File: src/rtl/dll_rx_acknak.sv
// Receive-side data link layer: TLP sequence checking and ACK/NAK DLLP scheduling.
// Optional macro ACK_COALESCE_EN delays presentation of a pending ACK by ACK_TIMEOUT cycles.
module dll_rx_acknak #(
    parameter int ACK_TIMEOUT = 16
) (
    input  logic        clk,
    input  logic        reset_n,
    input  logic        rx_valid,
    input  logic        rx_sop,
    input  logic        rx_eop,
    input  logic [15:0] rx_data,
    input  logic        crc_err,
    input  logic        busy_n,
    output logic [1:0]  ack_nack,
    output logic [11:0] seq,
    output logic        tlp_good,
    output logic        tlp_drop
);
    typedef enum logic [1:0] {IDLE, RECV, CHECK} state_t;

    localparam logic [1:0] DLLP_NONE = 2'b00;
    localparam logic [1:0] DLLP_ACK  = 2'b01;
    localparam logic [1:0] DLLP_NAK  = 2'b10;

    state_t      state, state_nxt;
    logic [11:0] rseq, rseq_nxt;
    logic        rcrc, rcrc_nxt;
    logic [11:0] next_rcv_seq, next_rcv_seq_nxt;
    logic        nak_sched, nak_sched_nxt;
    logic [1:0]  pend_type, pend_type_nxt;
    logic [11:0] pend_seq, pend_seq_nxt;
    logic        good_nxt, drop_nxt;
    logic [1:0]  req_type;
    logic [11:0] req_seq;
    logic [11:0] seq_diff;
    logic        shown;
    logic        consumed;
    logic        unused_data_hi;

    assign unused_data_hi = ^rx_data[15:12];

    assign ack_nack = shown ? pend_type : DLLP_NONE;
    assign seq      = pend_seq;
    assign consumed = busy_n && (ack_nack != DLLP_NONE);

    // Sequence check on the completed TLP, plus beat framing for the next one
    always_comb begin
        state_nxt        = state;
        rseq_nxt         = rseq;
        rcrc_nxt         = rcrc;
        next_rcv_seq_nxt = next_rcv_seq;
        nak_sched_nxt    = nak_sched;
        good_nxt         = 1'b0;
        drop_nxt         = 1'b0;
        req_type         = DLLP_NONE;
        req_seq          = next_rcv_seq - 12'd1;
        seq_diff         = next_rcv_seq - rseq;

        if (state == CHECK) begin
            state_nxt = IDLE;
            if (rcrc) begin
                drop_nxt = 1'b1;
                if (!nak_sched) begin
                    req_type      = DLLP_NAK;
                    nak_sched_nxt = 1'b1;
                end
            end else if (seq_diff == 12'd0) begin
                good_nxt         = 1'b1;
                next_rcv_seq_nxt = next_rcv_seq + 12'd1;
                nak_sched_nxt    = 1'b0;
                req_type         = DLLP_ACK;
                req_seq          = rseq;
            end else if (seq_diff <= 12'd2048) begin
                drop_nxt = 1'b1;
                req_type = DLLP_ACK;
            end else begin
                drop_nxt = 1'b1;
                if (!nak_sched) begin
                    req_type      = DLLP_NAK;
                    nak_sched_nxt = 1'b1;
                end
            end
        end

        // CHECK accepts a new sop beat like IDLE so single-beat TLPs can stream
        if (rx_valid) begin
            if (rx_sop) begin
                if (state == RECV) begin
                    drop_nxt = 1'b1;
                end
                rseq_nxt = rx_data[11:0];
                if (rx_eop) begin
                    rcrc_nxt  = crc_err;
                    state_nxt = CHECK;
                end else begin
                    state_nxt = RECV;
                end
            end else if ((state == RECV) && rx_eop) begin
                rcrc_nxt  = crc_err;
                state_nxt = CHECK;
            end
        end
    end

    // A consumed DLLP frees the slot before the new request is merged in
    always_comb begin
        pend_type_nxt = consumed ? DLLP_NONE : pend_type;
        pend_seq_nxt  = pend_seq;
        if ((req_type == DLLP_NAK) || ((req_type == DLLP_ACK) && (pend_type_nxt != DLLP_NAK))) begin
            pend_type_nxt = req_type;
            pend_seq_nxt  = req_seq;
        end
    end

`ifdef ACK_COALESCE_EN
    logic [7:0] timer, timer_nxt;

    assign shown = (pend_type == DLLP_NAK) ||
                   ((pend_type == DLLP_ACK) && (timer == 8'(ACK_TIMEOUT)));

    // Timer runs from the moment an ACK first occupies an empty slot; overwrites keep it running
    always_comb begin
        timer_nxt = timer;
        if (pend_type_nxt != DLLP_ACK) begin
            timer_nxt = 8'd0;
        end else if ((pend_type != DLLP_ACK) || consumed) begin
            timer_nxt = 8'd0;
        end else if (timer < 8'(ACK_TIMEOUT)) begin
            timer_nxt = timer + 8'd1;
        end
    end

    always_ff @(posedge clk or negedge reset_n) begin
        if (!reset_n) begin
            timer <= 8'd0;
        end else begin
            timer <= timer_nxt;
        end
    end
`else
    assign shown = 1'b1;
`endif

    always_ff @(posedge clk or negedge reset_n) begin
        if (!reset_n) begin
            state        <= IDLE;
            next_rcv_seq <= 12'd0;
            nak_sched    <= 1'b0;
            pend_type    <= DLLP_NONE;
            pend_seq     <= 12'd0;
            tlp_good     <= 1'b0;
            tlp_drop     <= 1'b0;
        end else begin
            state        <= state_nxt;
            next_rcv_seq <= next_rcv_seq_nxt;
            nak_sched    <= nak_sched_nxt;
            pend_type    <= pend_type_nxt;
            pend_seq     <= pend_seq_nxt;
            tlp_good     <= good_nxt;
            tlp_drop     <= drop_nxt;
        end
    end

    always_ff @(posedge clk) begin
        rseq <= rseq_nxt;
        rcrc <= rcrc_nxt;
    end
endmodule
File: config.mk
export PLATFORM = sky130hd
export DESIGN_NAME = dll_rx_acknak
export DESIGN_NICKNAME = d
export VERILOG_FILES = /design/src/rtl/dll_rx_acknak.sv
export SDC_FILE = /design/constraint.sdc
export NUM_CORES = 1
export LEC_CHECK = 0
export BUFFER_PORTS_ARGS = -buffer_cell sky130_fd_sc_hd__buf_2
export CORE_ASPECT_RATIO = 0.7
export CORE_MARGIN = 2
export CORE_UTILIZATION = 52
export DETAILED_ROUTE_END_ITERATION = 16
export PLACE_DENSITY = 0.76
export SETUP_SLACK_MARGIN = 0.02
export SYNTH_ARGS = -nofsm -noshare
export SYNTH_HDL_FRONTEND = slang
export SYNTH_SLANG_ARGS = --single-unit
File: constraint.sdc
create_clock -name clk -period 3.1 [get_ports clk]
set_input_delay 0.62 -clock clk [delete_from_list [all_inputs] [get_ports clk]]
set_output_delay 0.62 -clock clk [all_outputs]
set_load 0.01 [all_outputs]
Word-level counts from Yosys, hierarchy flattened. Cells that the tools add are included.

Bits in registers: 44. Logic and storage cells: 62. Bits of input ports: 23.

Reduce and logical (&&, ||, !) cells: 11. Eq/ne operators: 7. Bitwise logic cells: 1. Mux-type cells: 30. Order comparisons: 1. Add/sub/neg operators: 3.

Operators by type and width (count): 12-bit 2-to-1 mux (3); 2-bit 2-to-1 mux (12); 1-bit 2-to-1 mux (15); 12-bit by 1-bit adder with 12-bit output, second input constant (1); 12-bit <= comparator, second input constant (1); 12-bit zero test (1); 12-bit by 1-bit subtractor with 12-bit output, second input constant (1); 12-bit subtractor (1); 3-bit AND reduction (2); 2-bit by 1-bit equality test with 1-bit output, second input constant (2); 2-bit equality test, second input constant (2); 2-bit AND reduction (2); 2-bit nonzero test (2); 1-bit logical AND (3); 3-bit inequality test, second input constant (1); 2-bit by 1-bit inequality test with 1-bit output, second input constant (1); 2-bit inequality test, second input constant (1); 1-bit logical OR (1); 1-bit inverter (1).

Longest topological paths before layout.
Depth in word-level cells: 10. Gate-level depth with buffers: 12.

Least setup slack after synthesis. No wires, ideal clock.

Kind: register -> register. Start point: register next_rcv_seq[6]. End point: register pend_seq[10], in the netlist seq[10]. Arrival time: 3.081 ns. Stages on the path, launching flop included: 12. Required time: 2.975 ns. Path slack: -0.106 ns. Path through: dfrtp_1 > ha_1 > buf_2 > nand4_1 > a211oi_1 > a211oi_4 > xnor2_1 > or3b_4 > o31ai_1 > mux2i_1 > buf_2 > mux2_2.

Word-level cells in the longest chain between the ends: 9. Elaborated cells on any way between the ends: 15.

Ends and longest elaborated chain: start, declared (RTL line 28) `logic [11:0] next_rcv_seq, next_rcv_seq_nxt;`; start signal, assigned (RTL line 155) `next_rcv_seq <= next_rcv_seq_nxt;`; 12-bit subtractor (RTL line 57) `seq_diff = next_rcv_seq - rseq;`; 12-bit <= comparator (RTL line 73) `end else if (seq_diff <= 12'd2048) begin`; 2-bit 2-to-1 mux (RTL line 73); 2-bit 2-to-1 mux (RTL line 67) `end else if (seq_diff == 12'd0) begin`; 2-bit 2-to-1 mux (RTL line 61) `if (rcrc) begin`; 2-bit 2-to-1 mux (RTL line 59) `if (state == CHECK) begin`; 2-bit by 1-bit equality test with 1-bit output (RTL line 109) `if ((req_type == DLLP_NAK) || ((req_type == DLLP_ACK) && (pend_type_nxt != DLLP_NAK))) begin`; 1-bit logical AND (RTL line 109); 1-bit logical OR (RTL line 109); end signal, assigned (RTL line 158) `pend_seq <= pend_seq_nxt;`; end, declared (RTL line 31) `logic [11:0] pend_seq, pend_seq_nxt;`.

Parallel ways exist; a longest one is shown, timed or not. A chain may end at the register's enable or synchronous reset.

Worst setup path in the final report.
Start point: register next_rcv_seq[3]. End point: register pend_seq[5], in the netlist seq[5].

Same word-level chain as after synthesis.

==> flow_summary.ini <==
[routing]
drtPass1Iterations = 4
viasPerCell = 5.61
drt-wirelength-per-cell_um = 15.6
drt_iter0_drc = 113
vias = 2232
drc_errors = 0
antenna_left = 0
routed_wl_um = 6230

[synthesis]
yosys.area.top_type_share = 0.285
avgSynthCellArea_sq_um = 10.2
synth.most_common_cell = dfrtp_1
synth_largest_area_cell = dfrtp_1
ys_warn_count = 0
syn_nets = 303
synth-edff-count = 13
ys_ff_latch = 44
ys_seq_area_frac = 0.429
syn_area_sq_um = 2720
ys_types = 51
yosys-top-cells-count = dfrtp_1 (31), xnor2_1 (19), inv_1 (18), nand2_1 (18)
synthTopCellsByArea = dfrtp_1 (29%), edfxtp_1 (14%), xnor2_1 (6.1%)
synthCells = 267
synth-main-ff-cell = dfrtp_1
synth-async-reset-ratio = 0.705

[timing]
holdWs_ns = 0.374
finalCriticalPeriod_ns = 3.04
tns_ns = 0
fin_crit_sh = 0.980
max_freq_mhz = 329
finalSetupViolCount = 0
rsz0062_at_grt = yes
final.setup.worst_slack_ns = 0.0612
worst_pin_slew_ns = 0.749
hold_violations = 0
fin_skew_ns = 0.00542
drv_slew = 0
slew-limit-headroom = 0.501

[outcome]
status = finished clean

[finish]
stdcell_count = 398
layout-drive-gt1-share = 0.374
area.sequential_sq_um = 1170
insertedDiodeCount = 0
multiInputGateArea_sq_um = 1670
area_growth_pct = 30.0
n_fill_cell = 363
fin_nets = 364

[global_routing]
grtUsageTotal = 0.221
grt_pass1_wl_um = 10000
antenna_found_initial = 0
grt_pass1_vias = 2069
overflow = 0
grt_max_degree = 32

[critical_path]
crit_type = reg -> reg
critical_path_arrival_ns = 3.23
crit_required_ns = 3.29
path_cells = ha_4 > a21oi_4 > inv_2 > or3_4 > a2111oi_4 > nand4_1 > buf_6 > o31ai_4 > mux2i_2 > buf_4 > mux2_1
cp-start-kind = flip-flop
cpMaxStageDelayCell = dfrtp_1
end_kind = flip-flop
path_max_fanout = 5
slowest_delay_ns = 0.43

[placed_design]
gp_congestion = 0.914
io_buffers = 34
pre_cts_ws_ns = -0.117
post-place-cells = 383
dp_hpwl_um = 4360

[floorplan]
dieArea_sq_um = 5830
initial_core_util = 0.554
coreArea_sq_um = 4910
die_x_um = 90.4
io_pins = 39
die_y_um = 64.5
rows = 21

[clock_tree]
clk_pin_slew_ns = 0.09
cts_made_buffers = 5
clock_latency_ns = 0.30
clock-root-buffer = clkbuf_8
cts-htree-levels = 2
cts_tree = yes
cts_sinks = 44
ctsLongestPathBuffers = 2

[job]
maxCapViolCount = 0

[power]
p_per_area_nw_per_um2 = 416
ir_worst_vdd_v = 0.000309
power_leakage_nw = 1.55

[hold_path]
min_path_type = in -> async
-- timing repair --
| item | in CTS | in global routing |
|---|---|---|
| endpoints found under the setup margin | 19 | 16 |
| gates cloned | 0 | 0 |
| pin swaps | 3 | 11 |
| resized for setup | 11 | 23 |
| setup buffers | 1 | 6 |
| hold buffers | 0 | 0 |
-- critical path, delay by kind of cell, from the launching register on --
family | cells | cell delay (ns)
compound gates | 3 | 0.67
fa+ha+maj | 1 | 0.28
buf+inv | 3 | 0.41
flops | 1 | 0.43
mux | 2 | 0.60
simple gates | 2 | 0.53
-- final cells by class --
cell class / instances / area share
Multi-Input combinational cell: 193 / 0.472
Sequential cell: 44 / 0.330
Timing Repair Buffer: 65 / 0.121
Tap cell: 69 / 0.0244
Inverter: 19 / 0.0202
Clock buffer: 5 / 0.0195
Clock inverter: 3 / 0.0131
-- metal layers --
layer	track usage	vias up	part of all wire
met1	0.311	1086	0.49
met2	0.355	56	0.45
met3	0.0419	8	0.052
li1	-	1082	-
met5	0	-	0
met4	0.0558	0	0.012
-- path summary, 6_finish.rpt --
path / startpoint / cells past startpoint / slack (ns) / endpoint
setup / recovery: next_rcv_seq[3]$_DFFE_PN0P_ / 11 / 0.06 / seq[5]$_DFFE_PN0P_
hold / removal: reset_n / 1 / 0.37 / ack_nack[1]$_DFF_PN0_
setup reg to reg: next_rcv_seq[3]$_DFFE_PN0P_ / 11 / 0.06 / seq[5]$_DFFE_PN0P_
hold reg to reg: seq[5]$_DFFE_PN0P_ / 1 / 0.50 / seq[5]$_DFFE_PN0P_
max in group asynchronous: reset_n / 1 / 2.25 / next_rcv_seq[1]$_DFFE_PN0P_
min in group clk: rx_data[6] / 1 / 0.48 / rseq[6]$_DFFE_PP_
-- cell families (layout without fill, tap and decap cells) --
family	Yosys count	after routing	share of synthesized area
buffers and inverters	30	92	0.0455
flip-flops	44	44	0.429
adder cells (fa/ha/maj)	13	13	0.0598
AND/OR/NAND/NOR	82	82	0.164
AO/OA/AOI/OAI	48	48	0.124
multiplexers	25	25	0.0975
XOR/XNOR	25	25	0.0805
-- stage by stage --
step                power (mW)   util  area, sq um
finish                    1.47  0.720         3540
global route              1.54  0.720         3540
CTS                       1.44  0.691         3400
detailed placement       0.979  0.653         3210
global placement         0.972  0.653         3210
floorplan                0.875      -         2820
-- state kept, by name (all words and copies together), names as in the netlist --
name	count
rseq	12
seq	12
state	2
rcrc	1
tlp_drop	1
next_rcv_seq	12
nak_sched	1
tlp_good	1
ack_nack	2
-- power by group --
part	switching, mW	internal (mW)	total [mW]
logic	0.152	0.154	0.306
registers	0.0375	0.665	0.703
clock network	0.221	0.243	0.464
total	0.410	1.06	1.47
-- layout by cell type (no fill, tap or decap), types with 3 or more instances in the layout --
cell | synthesis | final
dfrtp_1 | 31 | 31
buf_6 | 1 | 3
a21oi_1 | 12 | 9
mux2_4 | 0 | 8
nand3_1 | 3 | 3
nor2_1 | 13 | 12
xnor2_1 | 19 | 19
inv_1 | 18 | 10
a21oi_2 | 2 | 3
or3_1 | 4 | 3
nand2b_1 | 6 | 5
xor2_1 | 6 | 6
ha_1 | 13 | 4
mux2i_1 | 13 | 12
and3_1 | 5 | 5
buf_2 | 3 | 34
nor3_1 | 9 | 8
nor2b_1 | 3 | 3
a211oi_2 | 0 | 3
inv_2 | 1 | 9
edfxtp_1 | 13 | 13
a21o_1 | 5 | 5
nand4_1 | 10 | 10
nand2_1 | 18 | 16
o21ai_0 | 9 | 9
buf_4 | 0 | 27
clkbuf_8 | 0 | 5
ha_4 | 0 | 8
No activity file was read; power rests on OpenSTA's default activity.
